$ cat src/rtl/alu_operand_stage.sv
// ALU operand/issue stage: reads sources, resolves in-flight writers, registers operands into the ALU.
// Optional FORWARD_EN: forward alu_result on a P1 hit instead of stalling for writeback.
module alu_operand_stage #(
  parameter int trace    = 0,
  parameter int NUM_REGS = 32
) (
  input  logic        clk,
  input  logic        rst,
  input  logic        in_valid,
  output logic        in_ready,
  input  logic [31:0] in_instr,
  input  logic [31:0] in_pc,
  output logic [4:0]  rf_rs1_addr,
  output logic [4:0]  rf_rs2_addr,
  input  logic [31:0] rf_rs1_data,
  input  logic [31:0] rf_rs2_data,
  input  logic [31:0] alu_result,
  output logic [31:0] alu_instr,
  output logic [31:0] alu_op1,
  output logic [31:0] alu_op2,
  output logic        alu_enable
);

  localparam int REG_W = $clog2(NUM_REGS);

  typedef enum logic [6:0] {
    OPC_OP     = 7'b0110011,
    OPC_OP_IMM = 7'b0010011,
    OPC_LUI    = 7'b0110111,
    OPC_AUIPC  = 7'b0010111
  } opcode_e;

  opcode_e            opcode;
  logic               is_alu, uses_rs1, uses_rs2;
  logic [REG_W-1:0]   rs1, rs2, rd;
  logic               p0_valid, p1_valid;
  logic [REG_W-1:0]   p0_rd, p1_rd;
  logic               p0_hit1, p0_hit2, p1_hit1, p1_hit2;
  logic               stall, accept;
  logic [31:0]        rs1_val, rs2_val;
  logic [31:0]        op1_next, op2_next;

  assign opcode      = opcode_e'(in_instr[6:0]);
  assign rs1         = in_instr[15 +: REG_W];
  assign rs2         = in_instr[20 +: REG_W];
  assign rd          = in_instr[7 +: REG_W];
  assign rf_rs1_addr = in_instr[19:15];
  assign rf_rs2_addr = in_instr[24:20];

  always_comb begin
    is_alu   = 1'b0;
    uses_rs1 = 1'b0;
    uses_rs2 = 1'b0;
    case (opcode)
      OPC_OP: begin
        is_alu   = 1'b1;
        uses_rs1 = 1'b1;
        uses_rs2 = 1'b1;
      end
      OPC_OP_IMM: begin
        is_alu   = 1'b1;
        uses_rs1 = 1'b1;
      end
      OPC_LUI, OPC_AUIPC: is_alu = 1'b1;
      default: ;
    endcase
  end

  // x0 never hazards, so the rs != 0 term also gives x0 top priority
  assign p0_hit1 = uses_rs1 && (rs1 != '0) && p0_valid && (p0_rd == rs1);
  assign p0_hit2 = uses_rs2 && (rs2 != '0) && p0_valid && (p0_rd == rs2);
  assign p1_hit1 = uses_rs1 && (rs1 != '0) && p1_valid && (p1_rd == rs1);
  assign p1_hit2 = uses_rs2 && (rs2 != '0) && p1_valid && (p1_rd == rs2);

`ifdef FORWARD_EN
  assign stall = p0_hit1 || p0_hit2;

  always_comb begin
    rs1_val = rf_rs1_data;
    rs2_val = rf_rs2_data;
    if (rs1 == '0)   rs1_val = '0;
    else if (p1_hit1) rs1_val = alu_result;
    if (rs2 == '0)   rs2_val = '0;
    else if (p1_hit2) rs2_val = alu_result;
  end
`else
  logic unused_alu_result;
  assign unused_alu_result = ^alu_result;

  assign stall = p0_hit1 || p0_hit2 || p1_hit1 || p1_hit2;

  always_comb begin
    rs1_val = rf_rs1_data;
    rs2_val = rf_rs2_data;
    if (rs1 == '0) rs1_val = '0;
    if (rs2 == '0) rs2_val = '0;
  end
`endif

  assign in_ready = !rst && !stall;
  assign accept   = in_valid && in_ready;

  always_comb begin
    op1_next = rs1_val;
    op2_next = rs2_val;
    case (opcode)
      OPC_OP_IMM: op2_next = {{20{in_instr[31]}}, in_instr[31:20]};
      OPC_LUI: begin
        op1_next = {in_instr[31:12], 12'b0};
        op2_next = '0;
      end
      OPC_AUIPC: begin
        op1_next = {in_instr[31:12], 12'b0};
        op2_next = in_pc;
      end
      default: ;
    endcase
  end

  always_ff @(posedge clk or posedge rst) begin
    if (rst) begin
      alu_enable <= 1'b0;
      alu_instr  <= '0;
      alu_op1    <= '0;
      alu_op2    <= '0;
      p0_valid   <= 1'b0;
      p0_rd      <= '0;
      p1_valid   <= 1'b0;
      p1_rd      <= '0;
    end else begin
      p1_valid <= p0_valid;
      p1_rd    <= p0_rd;
      if (accept && is_alu) begin
        alu_enable <= 1'b1;
        alu_instr  <= in_instr;
        alu_op1    <= op1_next;
        alu_op2    <= op2_next;
        p0_valid   <= (rd != '0);
        p0_rd      <= rd;
      end else begin
        alu_enable <= 1'b0;
        p0_valid   <= 1'b0;
      end
    end
  end

  if (trace != 0) begin : g_trace
    always_ff @(posedge clk) begin
      if (!rst && accept) assert (!$isunknown(in_instr));
    end
  end

endmodule

$ cat config.mk
export PLATFORM = sky130hd
export DESIGN_NAME = alu_operand_stage
export DESIGN_NICKNAME = d
export VERILOG_FILES = /design/src/rtl/alu_operand_stage.sv
export SDC_FILE = /design/constraint.sdc
export NUM_CORES = 1
export LEC_CHECK = 0
export CORE_ASPECT_RATIO = 1.2
export CORE_MARGIN = 8
export CORE_UTILIZATION = 43
export CTS_BUF_LIST = sky130_fd_sc_hd__clkbuf_2 sky130_fd_sc_hd__clkbuf_4 sky130_fd_sc_hd__clkbuf_8
export CTS_CLUSTER_DIAMETER = 40
export DETAILED_ROUTE_END_ITERATION = 8
export GPL_TIMING_DRIVEN = 0
export PLACE_DENSITY = 0.88
export SYNTH_ARGS = -nofsm -noshare
export SYNTH_HDL_FRONTEND = slang
export SYNTH_SLANG_ARGS = --single-unit
$ cat constraint.sdc
create_clock -name clk -period 6.6 [get_ports clk]
set_input_delay 1.32 -clock clk [delete_from_list [all_inputs] [get_ports clk]]
set_output_delay 1.32 -clock clk [all_outputs]
set_load 0.01 [all_outputs]
==> impl_metrics.ini <==
[outcome]
status = finished, final reports clean

[floorplanning]
die_h_um = 133.0
die_area_um2 = 15090
design.core.area_um2 = 11090
rows = 42
initial_core_util = 0.4422
die_w_um = 113.5
num_io_pins = 271

[cts]
clock_path_buffers = 2
clk_latency_ps = 370
cts_hold_buf = 0
clkSinkCount = 104
cts_tree = built
root_buffer = clkbuf_8
post_cts_buffers = 0
cts_resized = 0
numCtsBuffers = 9
htree_levels = 3
clk_pin_slew_worst_paths_ps = 110

[cells_and_area]
layout_commonest_cell = clkdlybuf4s50_1
fillers = 810
instances_no_fill = 825
drive_above_1_share = 0.1535
diodes = 0
final_cell_mix = clkdlybuf4s50_1, dfrtp_1, mux2_2, nand2_1, inv_1
stdcell_area_um2 = 7712
finalNetCount = 829
area_delta_synth_final_pct = 57.29

[synth]
synthXorXnorAreaFrac = 0.03572
yosysUniqueCellTypes = 31
yosysTopAreaCell = dfrtp_1
ys_warn_count = 0
syn_area_per_cell_um2 = 11.76
yosys-top-cells-area = dfrtp_1, mux2_2, mux2i_1, nand2_1, a221o_1
synthAdderAreaFrac = 0
synth_edf_count = 0
mappedNetlistArea_um2 = 4903
ys_seq_area_frac = 0.5307
synthFlopType = dfrtp_1
synth_nets = 580
synth-seq-cells = 104
netlist.area_leader.share = 0.5307
synth_compound_area_frac = 0.09569
synth-async-reset-ratio = 1.000
synth_top_family_by_area = multiplexers
synthMuxAreaShare = 0.2039
syn_inst = 417
synthSimpleGateAreaFrac = 0.07553

[setup_path]
start_kind = input pin
timing.rr.start = alu_instr[9]
r2r_cells = 8
cp_max_fo = 7
required_ps = 5280
r2r_end = alu_op2[11]
end_kind = output port
cp_data_arrival_time_ps = 3830
critPathLaunch = in_instr[24]
endpoint = in_ready
path_class = input pin to output port
r2r_slack_ps = 4220

[sta]
worst_pin_slew_ps = 680.6
period_needed_ps = 5154
maxClockFrequency_mhz = 194.0
slew_headroom = 0.5421
timing.hold.ws_ps = 455.7
fin_setup_tns_ps = 0
rsz0062_at_grt = no
clock_skew_ps = 11.29
finalSetupViolations = 0
maxSlewViolCount = 0
finalHoldViolations = 0
period_share = 0.7809

[detailed_routing]
drt-total-wl_um = 16660
drt-vias-per-instance = 5.240
drtAntennaViolNets = 0
route.detailed.drc = 0
drt_iter0_drc = 226
wl_per_cell_um = 20.19
via_count = 4323
drt_first_pass_iters = 8

[global_route]
grt_pass1_wl_um = 25850
antenna_found_initial = 0
first_global_vias = 4716
grt_max_degree = 62
overflow = 0
gr-usage-all-layers = 0.2202

[power]
power.density_nw_per_um2 = 214.6
peakVddDrop_mv = 0.1104
p_leak_uw = 0.003624

[run]
cap_viol_max_count = 0

[hold_path]
hp-class = flop to flop
min_from = p0_valid

[placement]
placed_cell_area_um2 = 7498
routabilityCongestion = 0.8200
portBuffers = 237
dp_hpwl_um = 13120
dpl.cell_count = 809
[critical path: stages]
cell and delay (ps):
clkdlybuf4s50_1 620, or4_1 580, nor2_1 180, nor4bb_1 110, a221oi_2 400, clkdlybuf4s50_1 620
[stage by stage]
step                power, uW  setup slack, ps  utilization
floorplan               941.7             2548            -
CTS                      1669             1443       0.6956
detailed placement       1247             1493       0.6763
finish                   1655             1446       0.6956
global placement         1227            922.0       0.6736
global route             1731             1379       0.6956
[power breakdown]
part	internal [uW]	total [uW]	switching, uW
clock	192	425	233
combinational	288	459	171
sequential	719	771	51.5
[state kept, by name, summed over array words and instances (netlist names)]
| register | cells |
|---|---|
| alu_enable | 1 |
| alu_instr | 32 |
| alu_op1 | 32 |
| alu_op2 | 32 |
| p0_valid | 1 |
| p1_rd | 5 |
| p1_valid | 1 |
[synth_stat cells, types with 2 or more instances]
master,instances
inv_1,25
mux2_2,67
nand2_1,57
or4_1,2
buf_2,4
mux2i_1,23
o22ai_1,2
nand4_1,4
nand2b_1,4
a221o_1,21
xnor2_1,20
and2_1,4
clkbuf_1,22
a21oi_1,2
buf_4,10
dfrtp_1,104
nor2_1,3
a222oi_1,11
o21ai_0,20
[routing by layer]
layer / track usage / vias to the layer above / routed length [um]
li1: - / 1951 / -
met1: 0.2324 / 2120 / 6181
met2: 0.3883 / 210 / 8516
met3: 0.06919 / 42 / 1434
met4: 0.1024 / 0 / 524
met5: 0 / - / 0
[cells by family after synthesis]
family	count (synthesis)
AOI/OAI and AO/OA	58
xor gates and xnor gates	20
buffers and inverters	63
DFF	104
muxes	91
and+or+nand+nor	81
[layout make-up]
class / instances / area, um2 / area share
clock inverters: 6 / 76.32 / 0.009896
flip-flops and latches: 104 / 2603 / 0.3374
multi-input cells: 250 / 2014 / 0.2612
well taps: 154 / 192.7 / 0.02498
repair buffers: 238 / 2400 / 0.3112
clock buffers: 10 / 137.6 / 0.01785
plain buffers: 38 / 192.7 / 0.02498
inverters: 25 / 96.34 / 0.01249
[how the worst min path moves through the flow]
stage          endpoint  slack [ps]  depth (start not counted)
2_1_floorplan  p1_valid         370                          0
3_3_place_gp   p1_valid         410                          0
3_5_place_dp   p1_valid         420                          0
4_1_cts        p1_valid         460                          0
5_1_grt        p1_valid         470                          0
6_report       p1_valid         460                          0
(Power assumes the default switching activity.)
